**config.mk**
```make
export PLATFORM = sky130hd
export DESIGN_NAME = riscv_pmp_arb_flat
export DESIGN_NICKNAME = d
export VERILOG_FILES = /design/src/rtl/riscv_pmp_arb_pkg.sv /design/src/rtl/riscv_pmp_arb_if.sv /design/src/rtl/riscv_pmp_arb.sv /design/src/flat_wrapper.sv
export SDC_FILE = /design/constraint.sdc
export NUM_CORES = 1
export LEC_CHECK = 0
export CORE_ASPECT_RATIO = 1.2
export CORE_MARGIN = 1.5
export CORE_UTILIZATION = 30
export CTS_CLUSTER_SIZE = 16
export DETAILED_ROUTE_END_ITERATION = 8
export GPL_TIMING_DRIVEN = 0
export PLACE_DENSITY = 0.82
export SLEW_MARGIN = 20
export SYNTH_ARGS = -nofsm -noshare
export SYNTH_HDL_FRONTEND = slang
export SYNTH_SLANG_ARGS = --single-unit
```
**constraint.sdc**
```tcl
create_clock -name clk -period 3 [get_ports clk]
set_input_delay 0.6 -clock clk [delete_from_list [all_inputs] [get_ports clk]]
set_output_delay 0.6 -clock clk [all_outputs]
set_load 0.01 [all_outputs]
```
**src/rtl/riscv_pmp_arb_pkg.sv**
```systemverilog
// Shared types for the PMP checker arbiter: BIU transfer size and registered response payload.
package riscv_pmp_arb_pkg;

    typedef enum logic [2:0] {
        BYTE  = 3'd0,
        HWORD = 3'd1,
        WORD  = 3'd2,
        DWORD = 3'd3,
        QWORD = 3'd4
    } biu_size_t;

    typedef struct packed {
        logic valid;
        logic exception;
        logic misaligned;
        logic cacheable;
    } pmp_rsp_t;

endpackage

```
**src/rtl/riscv_pmp_arb_if.sv**
```systemverilog
// Request, grant, response and checker-drive signals of the PMP checker arbiter.
interface riscv_pmp_arb_if
    import riscv_pmp_arb_pkg::*;
#(
    parameter int unsigned PLEN = 34
);

    logic            if_req;
    logic [PLEN-1:0] if_adr;
    logic            if_gnt;
    logic            if_rsp_valid;
    logic            if_rsp_exception;
    logic            if_rsp_misaligned;
    logic            if_rsp_cacheable;

    logic            dm_req;
    logic [PLEN-1:0] dm_adr;
    biu_size_t       dm_size;
    logic            dm_we;
    logic            dm_gnt;
    logic            dm_rsp_valid;
    logic            dm_rsp_exception;
    logic            dm_rsp_misaligned;
    logic            dm_rsp_cacheable;

    logic            chk_req;
    logic            chk_instruction;
    logic [PLEN-1:0] chk_adr;
    biu_size_t       chk_size;
    logic            chk_we;
    logic            chk_is_exception;
    logic            chk_is_misaligned;
    logic            chk_is_cacheable;

    // Arbiter side
    modport slave (
        input  if_req, if_adr, dm_req, dm_adr, dm_size, dm_we,
               chk_is_exception, chk_is_misaligned, chk_is_cacheable,
        output if_gnt, if_rsp_valid, if_rsp_exception, if_rsp_misaligned, if_rsp_cacheable,
               dm_gnt, dm_rsp_valid, dm_rsp_exception, dm_rsp_misaligned, dm_rsp_cacheable,
               chk_req, chk_instruction, chk_adr, chk_size, chk_we
    );

    // Requester / checker side
    modport master (
        output if_req, if_adr, dm_req, dm_adr, dm_size, dm_we,
               chk_is_exception, chk_is_misaligned, chk_is_cacheable,
        input  if_gnt, if_rsp_valid, if_rsp_exception, if_rsp_misaligned, if_rsp_cacheable,
               dm_gnt, dm_rsp_valid, dm_rsp_exception, dm_rsp_misaligned, dm_rsp_cacheable,
               chk_req, chk_instruction, chk_adr, chk_size, chk_we
    );

endinterface

```
**src/rtl/riscv_pmp_arb.sv**
```systemverilog
// Shares one PMP checker between instruction fetch and data memory, one check per cycle.
// Optional RV12_PMP_ARB_RR_EN: round-robin conflict resolution instead of DM priority + starvation limit.
module riscv_pmp_arb
    import riscv_pmp_arb_pkg::*;
#(
    parameter int unsigned PLEN          = 34,
    parameter int unsigned STARVE_LIMIT  = 4,
    parameter int unsigned SETTLE_CYCLES = 2
) (
    input  logic             clk,
    input  logic             rst,
    input  logic             pmp_upd,
    riscv_pmp_arb_if.slave   bus
);

    localparam int unsigned CW = 4;
    localparam logic [CW-1:0] SETTLE_INIT = CW'(SETTLE_CYCLES);

    typedef enum logic {
        ST_SETTLE = 1'b0,
        ST_RUN    = 1'b1
    } state_t;

    state_t          state_q, state_d;
    logic [CW-1:0]   settle_q, settle_d;
    logic            grant_ok;
    logic            if_prio;
    logic            if_win;
    logic            dm_win;
    logic [PLEN-1:0] adr_sel;
    pmp_rsp_t        if_rsp_q, dm_rsp_q;
    pmp_rsp_t        chk_rsp;

`ifdef RV12_PMP_ARB_RR_EN
    logic rr_q, rr_d;
`else
    localparam logic [CW-1:0] STARVE_MAX = CW'(STARVE_LIMIT);
    logic [CW-1:0] starve_q, starve_d;
`endif

    // Grant decision, settle sequencing and fairness bookkeeping
    always_comb begin
        state_d  = state_q;
        settle_d = settle_q;
        if_win   = 1'b0;
        dm_win   = 1'b0;
        grant_ok = (state_q == ST_RUN) && !pmp_upd;
`ifdef RV12_PMP_ARB_RR_EN
        rr_d     = rr_q;
        if_prio  = rr_q;
`else
        starve_d = starve_q;
        if_prio  = (starve_q == STARVE_MAX);
`endif

        if (grant_ok) begin
            if_win = bus.if_req && (!bus.dm_req || if_prio);
            dm_win = bus.dm_req && !if_win;
        end

        if (pmp_upd) begin
            state_d  = ST_SETTLE;
            settle_d = SETTLE_INIT;
        end else if (state_q == ST_SETTLE) begin
            if (settle_q <= CW'(1)) begin
                state_d = ST_RUN;
            end
            if (settle_q != '0) begin
                settle_d = settle_q - CW'(1);
            end
        end

`ifdef RV12_PMP_ARB_RR_EN
        if (grant_ok && bus.if_req && bus.dm_req) begin
            rr_d = !rr_q;
        end
`else
        // Counter freezes while grants are blocked so SETTLE does not age IF
        if (!bus.if_req || if_win) begin
            starve_d = '0;
        end else if (state_q == ST_RUN && starve_q != STARVE_MAX) begin
            starve_d = starve_q + CW'(1);
        end
`endif
    end

    always_ff @(posedge clk or posedge rst) begin
        if (rst) begin
            state_q  <= ST_SETTLE;
            settle_q <= SETTLE_INIT;
`ifdef RV12_PMP_ARB_RR_EN
            rr_q     <= 1'b0;
`else
            starve_q <= '0;
`endif
        end else begin
            state_q  <= state_d;
            settle_q <= settle_d;
`ifdef RV12_PMP_ARB_RR_EN
            rr_q     <= rr_d;
`else
            starve_q <= starve_d;
`endif
        end
    end

    assign adr_sel = if_win ? bus.if_adr : bus.dm_adr;

    // Checker access inputs follow the winner; DM fields are the idle default
    always_comb begin
        bus.if_gnt          = if_win;
        bus.dm_gnt          = dm_win;
        bus.chk_req         = if_win | dm_win;
        bus.chk_instruction = if_win;
        bus.chk_adr         = adr_sel;
        bus.chk_size        = bus.dm_size;
        bus.chk_we          = bus.dm_we;
        if (if_win) begin
            bus.chk_size = WORD;
            bus.chk_we   = 1'b0;
        end
    end

    always_comb begin
        chk_rsp            = '0;
        chk_rsp.valid      = 1'b1;
        chk_rsp.exception  = bus.chk_is_exception;
        chk_rsp.misaligned = bus.chk_is_misaligned;
        chk_rsp.cacheable  = bus.chk_is_cacheable;
    end

    // Checker result captured for the granted port only; the other port reads all-zero
    always_ff @(posedge clk or posedge rst) begin
        if (rst) begin
            if_rsp_q <= '0;
            dm_rsp_q <= '0;
        end else begin
            if_rsp_q <= if_win ? chk_rsp : '0;
            dm_rsp_q <= dm_win ? chk_rsp : '0;
        end
    end

    assign bus.if_rsp_valid      = if_rsp_q.valid;
    assign bus.if_rsp_exception  = if_rsp_q.exception;
    assign bus.if_rsp_misaligned = if_rsp_q.misaligned;
    assign bus.if_rsp_cacheable  = if_rsp_q.cacheable;
    assign bus.dm_rsp_valid      = dm_rsp_q.valid;
    assign bus.dm_rsp_exception  = dm_rsp_q.exception;
    assign bus.dm_rsp_misaligned = dm_rsp_q.misaligned;
    assign bus.dm_rsp_cacheable  = dm_rsp_q.cacheable;

    a_one_grant: assert property (@(posedge clk) disable iff (rst)
        !(bus.if_gnt && bus.dm_gnt));

    a_no_grant_on_upd: assert property (@(posedge clk) disable iff (rst)
        pmp_upd |-> !(bus.if_gnt || bus.dm_gnt));

endmodule

```
**src/flat_wrapper.sv**
```systemverilog
// flat-port wrapper written by rule: the top's interface ports become plain ports
module riscv_pmp_arb_flat import riscv_pmp_arb_pkg::*;
#(
    parameter int unsigned PLEN          = 34,
    parameter int unsigned STARVE_LIMIT  = 4,
    parameter int unsigned SETTLE_CYCLES = 2
)
  (clk, rst, pmp_upd, bus_if_req, bus_if_adr, bus_dm_req, bus_dm_adr, bus_dm_size, bus_dm_we, bus_chk_is_exception, bus_chk_is_misaligned, bus_chk_is_cacheable, bus_if_gnt, bus_if_rsp_valid, bus_if_rsp_exception, bus_if_rsp_misaligned, bus_if_rsp_cacheable, bus_dm_gnt, bus_dm_rsp_valid, bus_dm_rsp_exception, bus_dm_rsp_misaligned, bus_dm_rsp_cacheable, bus_chk_req, bus_chk_instruction, bus_chk_adr, bus_chk_size, bus_chk_we);
  riscv_pmp_arb_if #(.PLEN(PLEN)) bus_i ();
  input  logic clk;
  input  logic rst;
  input  logic pmp_upd;
  input wire logic [$bits(bus_i.if_req)-1:0] bus_if_req;
  input wire logic [$bits(bus_i.if_adr)-1:0] bus_if_adr;
  input wire logic [$bits(bus_i.dm_req)-1:0] bus_dm_req;
  input wire logic [$bits(bus_i.dm_adr)-1:0] bus_dm_adr;
  input wire logic [$bits(bus_i.dm_size)-1:0] bus_dm_size;
  input wire logic [$bits(bus_i.dm_we)-1:0] bus_dm_we;
  input wire logic [$bits(bus_i.chk_is_exception)-1:0] bus_chk_is_exception;
  input wire logic [$bits(bus_i.chk_is_misaligned)-1:0] bus_chk_is_misaligned;
  input wire logic [$bits(bus_i.chk_is_cacheable)-1:0] bus_chk_is_cacheable;
  output wire logic [$bits(bus_i.if_gnt)-1:0] bus_if_gnt;
  output wire logic [$bits(bus_i.if_rsp_valid)-1:0] bus_if_rsp_valid;
  output wire logic [$bits(bus_i.if_rsp_exception)-1:0] bus_if_rsp_exception;
  output wire logic [$bits(bus_i.if_rsp_misaligned)-1:0] bus_if_rsp_misaligned;
  output wire logic [$bits(bus_i.if_rsp_cacheable)-1:0] bus_if_rsp_cacheable;
  output wire logic [$bits(bus_i.dm_gnt)-1:0] bus_dm_gnt;
  output wire logic [$bits(bus_i.dm_rsp_valid)-1:0] bus_dm_rsp_valid;
  output wire logic [$bits(bus_i.dm_rsp_exception)-1:0] bus_dm_rsp_exception;
  output wire logic [$bits(bus_i.dm_rsp_misaligned)-1:0] bus_dm_rsp_misaligned;
  output wire logic [$bits(bus_i.dm_rsp_cacheable)-1:0] bus_dm_rsp_cacheable;
  output wire logic [$bits(bus_i.chk_req)-1:0] bus_chk_req;
  output wire logic [$bits(bus_i.chk_instruction)-1:0] bus_chk_instruction;
  output wire logic [$bits(bus_i.chk_adr)-1:0] bus_chk_adr;
  output wire logic [$bits(bus_i.chk_size)-1:0] bus_chk_size;
  output wire logic [$bits(bus_i.chk_we)-1:0] bus_chk_we;
  assign bus_i.if_req = bus_if_req;
  assign bus_i.if_adr = bus_if_adr;
  assign bus_i.dm_req = bus_dm_req;
  assign bus_i.dm_adr = bus_dm_adr;
  assign bus_i.dm_size = bus_dm_size;
  assign bus_i.dm_we = bus_dm_we;
  assign bus_i.chk_is_exception = bus_chk_is_exception;
  assign bus_i.chk_is_misaligned = bus_chk_is_misaligned;
  assign bus_i.chk_is_cacheable = bus_chk_is_cacheable;
  assign bus_if_gnt = bus_i.if_gnt;
  assign bus_if_rsp_valid = bus_i.if_rsp_valid;
  assign bus_if_rsp_exception = bus_i.if_rsp_exception;
  assign bus_if_rsp_misaligned = bus_i.if_rsp_misaligned;
  assign bus_if_rsp_cacheable = bus_i.if_rsp_cacheable;
  assign bus_dm_gnt = bus_i.dm_gnt;
  assign bus_dm_rsp_valid = bus_i.dm_rsp_valid;
  assign bus_dm_rsp_exception = bus_i.dm_rsp_exception;
  assign bus_dm_rsp_misaligned = bus_i.dm_rsp_misaligned;
  assign bus_dm_rsp_cacheable = bus_i.dm_rsp_cacheable;
  assign bus_chk_req = bus_i.chk_req;
  assign bus_chk_instruction = bus_i.chk_instruction;
  assign bus_chk_adr = bus_i.chk_adr;
  assign bus_chk_size = bus_i.chk_size;
  assign bus_chk_we = bus_i.chk_we;
  riscv_pmp_arb #(.PLEN(PLEN), .STARVE_LIMIT(STARVE_LIMIT), .SETTLE_CYCLES(SETTLE_CYCLES)) u_core (.clk(clk), .rst(rst), .pmp_upd(pmp_upd), .bus(bus_i));
endmodule
```
# Word level (Yosys, flattened, before mapping)
# Cells that the tools add are included.
# classes
n_bitwise	1
reduce_logical	14
n_lt_le_gt_ge	1
add_sub_neg	2
n_mux	15
eq_ne	3
# ops
cell	count
34-bit 2-to-1 mux	1
4-bit 2-to-1 mux	7
1-bit 2-to-1 mux	6
4-bit by 1-bit adder with 4-bit output (second input constant)	1
4-bit by 3-bit == test with 1-bit output (second input constant)	1
4-bit by 1-bit <= comparator with 1-bit output (second input constant)	1
1-bit logical AND	4
1-bit zero test	4
4-bit by 3-bit != test with 1-bit output (second input constant)	1
2-bit nonzero test	2
4-bit nonzero test	1
4-bit by 1-bit subtractor with 4-bit output (second input constant)	1
3-bit 2-to-1 mux	1
1-bit logical OR	2
2-bit != test (second input constant)	1
2-bit AND reduction	1
1-bit OR	1
# totals
input_bits	80
out_inout_bits	50
register_bits	17

# Longest topological paths before layout
# Gate-level depths: netlist of the first run.
# depth
ltp_word	7
depth_mapped	6
mapped_depth_nobuf	5

# Worst setup path before layout of the first run
# No wires, ideal clock.
# synth_path
path_kind	input to output
from	in pmp_upd
to	out bus_chk_adr[1]
cell_stages	5
arrival_ps	1780
path_slack_ps	620
required_time_ps	2400
cell_sequence	buf_6 -> nand2b_4 -> a211oi_4 -> buf_6 -> mux2_1
# synth_via
elab_chain_cells	4
# synth_lines
element	line	rtl
from (decl)	flat_wrapper.sv:12	input logic pmp_upd;
1-bit zero test	riscv_pmp_arb.sv:47	grant_ok = (state_q == ST_RUN) && !pmp_upd;
1-bit logical AND	riscv_pmp_arb.sv:47	
1-bit 2-to-1 mux	riscv_pmp_arb.sv:56	if (grant_ok) begin
34-bit 2-to-1 mux	riscv_pmp_arb.sv:107	assign adr_sel = if_win ? bus.if_adr : bus.dm_adr;
to (decl)	flat_wrapper.sv:34	output wire logic [$bits(bus_i.chk_adr)-1:0] bus_chk_adr;
# No other way between the ends.

# Final worst setup path of the first run
# layout_path
from	reg u_core.starve_q[1]
to	out bus_chk_adr[0]
# layout_via
elab_chain_cells	5
# layout_lines
element	line	rtl
from (decl)	riscv_pmp_arb.sv:38	logic [CW-1:0] starve_q, starve_d;
from (signal assigned)	riscv_pmp_arb.sv:102	starve_q <= starve_d;
4-bit by 3-bit == test with 1-bit output	riscv_pmp_arb.sv:53	if_prio = (starve_q == STARVE_MAX);
1-bit logical OR	riscv_pmp_arb.sv:57	if_win = bus.if_req && (!bus.dm_req || if_prio);
1-bit logical AND	riscv_pmp_arb.sv:57	
1-bit 2-to-1 mux	riscv_pmp_arb.sv:56	
34-bit 2-to-1 mux	riscv_pmp_arb.sv:107	
# No other way between the ends.

==> run metrics, run 1 <==
share of post-route cells with drive strength above 1 0.202; drt pass-1 iters 4; crit path max fanout 4; CP cell instances inv_1 -> ha_4 -> nand3b_4 -> a211oi_4 -> buf_6 -> mux2_2 -> clkdlybuf4s50_1; Setup WS pre-CTS -0.297 ns; synth cell count leaders 31 x mux2_2, 16 x dfrtp_1, 9 x a21oi_1, 9 x inv_1, 6 x and2_1; Die Wd 63.3 microns; total CTS buffers 3; area of the multi-input gates between 700 and 800 sq um; all-layer global routing usage 0.173; Post-synth EDFFs 0; slowest cell on the critical path clkdlybuf4s50_1; compound-gate portion of the synthesized area 0.0898; final wirelength about 4600 microns; RePlAce Congestion approximately 0.8; Worst Tran Pin Value ~0.64 ns; WL/cell 14.7 microns; Final ANT Viol Nets 0; residual DRC count 0; die area 0.00477 sq mm; Tcrit/Tclk final 0.961; synthesized flop and latch total 17; syn nets 207; Worst Hold Class in2reg; Reg-to-Reg Start u_core.settle_q[0]$_DFFE_PP0P_; Hold Path Stages 2; CP Capture Type output pin; CTS tree built; Netlist cell types 35; internal reg-to-reg setup slack about 1.4 ns; Power Dens Cells between 300 and 400 mW/mm^2; post-synthesis mux area share 0.309; final setup vio count 0; Synth area leaders dfrtp_1 31%, mux2_2 27%, buf_6 4.3%, ha_1 3.8%, a21oi_1 3.4%; H-tree lvl count 1; Fin. Hold Viols 0; met3 wire len 401 microns; cell taking the most area after synthesis dfrtp_1; Rel. slew slack 0.575; hold_buf cts 0; minimum clock period 2.88 ns; WL met1 ~1800 microns; Initial DRC Count 19; largest family of logic cells by synthesized area multiplexers; Adder-Cell Fraction of Synth Area 0.0382; RR Endpoint u_core.settle_q[2]$_DFFE_PP0P_; # IOs 130; final instance area approximately 0.0027 sq mm; initial antenna violation count 0; FILL cells 368; Main synth FF type dfrtp_1; Crit path largest cell delay 0.50 ns; Seq/Total Area, Yosys 0.326; startpoint type of the worst setup path register; RSZ-0062 raised after global routing no; max layer used met4; most common cell in the netlist mux2_2; core area 0.00423 sq mm; post-route worst setup slack about 0.12 ns; hold path startpoint pmp_upd; Pleak 1.16 nW; Initial Util 0.310; Async SR Flop Fraction 1.00; final net count 343; xor-xnor portion of the synthesized cell area 0; Simple-Gate Fraction of Synth Area 0.160; synthesized area 0.00131 sq mm; # rows 26; worst path bufs/invs 3; WP data required 2.40 ns; area grow syn2layout 107%; maximum VDD drop 0.474 mV; worst setup path class reg2out; CTS Buffer Depth 2; vias in the first global route 1313; routed wl met2 2350 microns; Ant. Diodes 0; Sink Count 17; grt ovf 0; Synth Instances 123; synthesized area per cell 10.7 sq um; Root Buffer clkbuf_8; status complete, no violations; f_max around 0.35 GHz; Final Skew 0.00428 ns; Synth Warn # 0; Slew Limit Fails 0; Reg area 427 sq um; Skew-Pair Late Insertion Delay 0.25 ns; crit-path leading delay family buffers and inverters; Synth top area share 0.306; setup tns final 0 ns; WHS Endpoint u_core.settle_q[2]$_DFFE_PP0P_; vias per std cell 4.55; first-pass GRT wire length approximately 6500 microns; placed cell area 0.00266 sq mm; largest net degree at the start of global routing 18; worst r2r path cells 5; HPWL after DPL 3910 microns; maxcap violations 0; Vias 1429; die height roughly 75 microns; crit path DAT about 2.3 ns; clock transition at the registers of the reported paths 0.07 ns; input/output buffers 128
state kept, by name, summed over array words and instances, names as in the netlist:
name                          count
u_core.bus.dm_rsp_cacheable       1
u_core.starve_q                   4
u_core.bus.dm_rsp_exception       1
u_core.bus.dm_rsp_misaligned      1
u_core.bus.if_rsp_misaligned      1
u_core.settle_q                   4
u_core.bus.dm_rsp_valid           1
u_core.bus.if_rsp_valid           1
u_core.bus.if_rsp_cacheable       1
u_core.state_q                    1
u_core.bus.if_rsp_exception       1
through the flow:
| step | hold slack [ns] | util | std cells | total power [W] |
|---|---|---|---|---|
| after global placement | 0.521 | 0.629 | 307 | 0.000780 |
| after detailed placement | 0.534 | 0.629 | 307 | 0.000793 |
| after floorplan | 0.508 | - | 123 | 0.000543 |
| after global routing | 0.553 | 0.640 | 314 | 0.00101 |
| after CTS | 0.539 | 0.640 | 314 | 0.000960 |
| final | 0.534 | 0.640 | 314 | 0.000955 |
layer usage:
layer | vias up | global-route usage
li1 | 703 | -
met3 | 6 | 0.0458
met4 | 0 | 0.0531
met2 | 76 | 0.306
met5 | - | 0
met1 | 644 | 0.207
power by group:
group / leakage (nW) / internal (W) / switching, W
Clock: 0.0228 / 0.0000942 / 0.0000759
Sequential: 0.230 / 0.000269 / 0.0000300
Combinational: 0.908 / 0.000287 / 0.000198
Total: 1.16 / 0.000651 / 0.000304
layout by cell type, fill, tap and decap left out, types with 2 or more instances in the layout:
master	n
ha_1	3
nor3_1	2
clkbuf_8	3
nand3_1	2
nand2_1	5
dlygate4sd2_1	34
buf_6	6
and2_1	6
inv_1	9
a21oi_1	9
mux2_1	4
nor2_1	4
mux2_2	31
dfrtp_1	16
buf_4	3
nor2b_1	4
clkdlybuf4s50_1	94
logic make-up (layout without fill, tap and decap cells):
logic type / Yosys count / in the layout
AO/OA/AOI/OAI: 17 / 17
adder cells (fa/ha/maj): 4 / 4
flip-flops: 17 / 17
multiplexers: 36 / 36
buffers and inverters: 16 / 151
AND/OR/NAND/NOR: 33 / 33
worst max path at each step:
stage | from | to | slack [ns] | cells past startpoint
after global routing | u_core.starve_q[0]$_DFFE_PP0P_ | bus_chk_adr[0] | 0.03 | 7
after floorplan | pmp_upd | bus_chk_adr[1] | 0.62 | 5
after global placement | bus_if_req | bus_chk_adr[15] | -0.29 | 6
final | u_core.starve_q[1]$_DFFE_PP0P_ | bus_chk_adr[0] | 0.12 | 7
after detailed placement | bus_if_req | bus_chk_adr[15] | -0.30 | 6
after CTS | u_core.starve_q[1]$_DFFE_PP0P_ | bus_chk_adr[0] | 0.10 | 7
cell type report:
type                       instances  share of cell area
inverter                           9              0.0125
buffer                             7              0.0254
timing repair buffer             131               0.467
clock buffer                       4              0.0166
sequential                        17               0.158
tap                               56              0.0259
multi-input combinational         90               0.295
repair_timing:
action                                  CTS  global route
endpoints found under the setup margin   38             0
setup buffers                             3             0
gates resized for setup                  38             0
endpoints found under the hold margin     0             0
No activity file was read; power rests on OpenSTA's default activity.
==> run 2, diff against run 1 <==
Settings changed: CAP_MARGIN set to 20.
==> results of run 2 <==
Same layout as run 1: the final DEF is identical, and so are final timing and power.
==> run 3, diff against run 2 <==
Settings changed: CTS_CLUSTER_DIAMETER set to 80.
==> results of run 3 <==
Same layout as run 1: the final DEF is identical, and so are final timing and power.
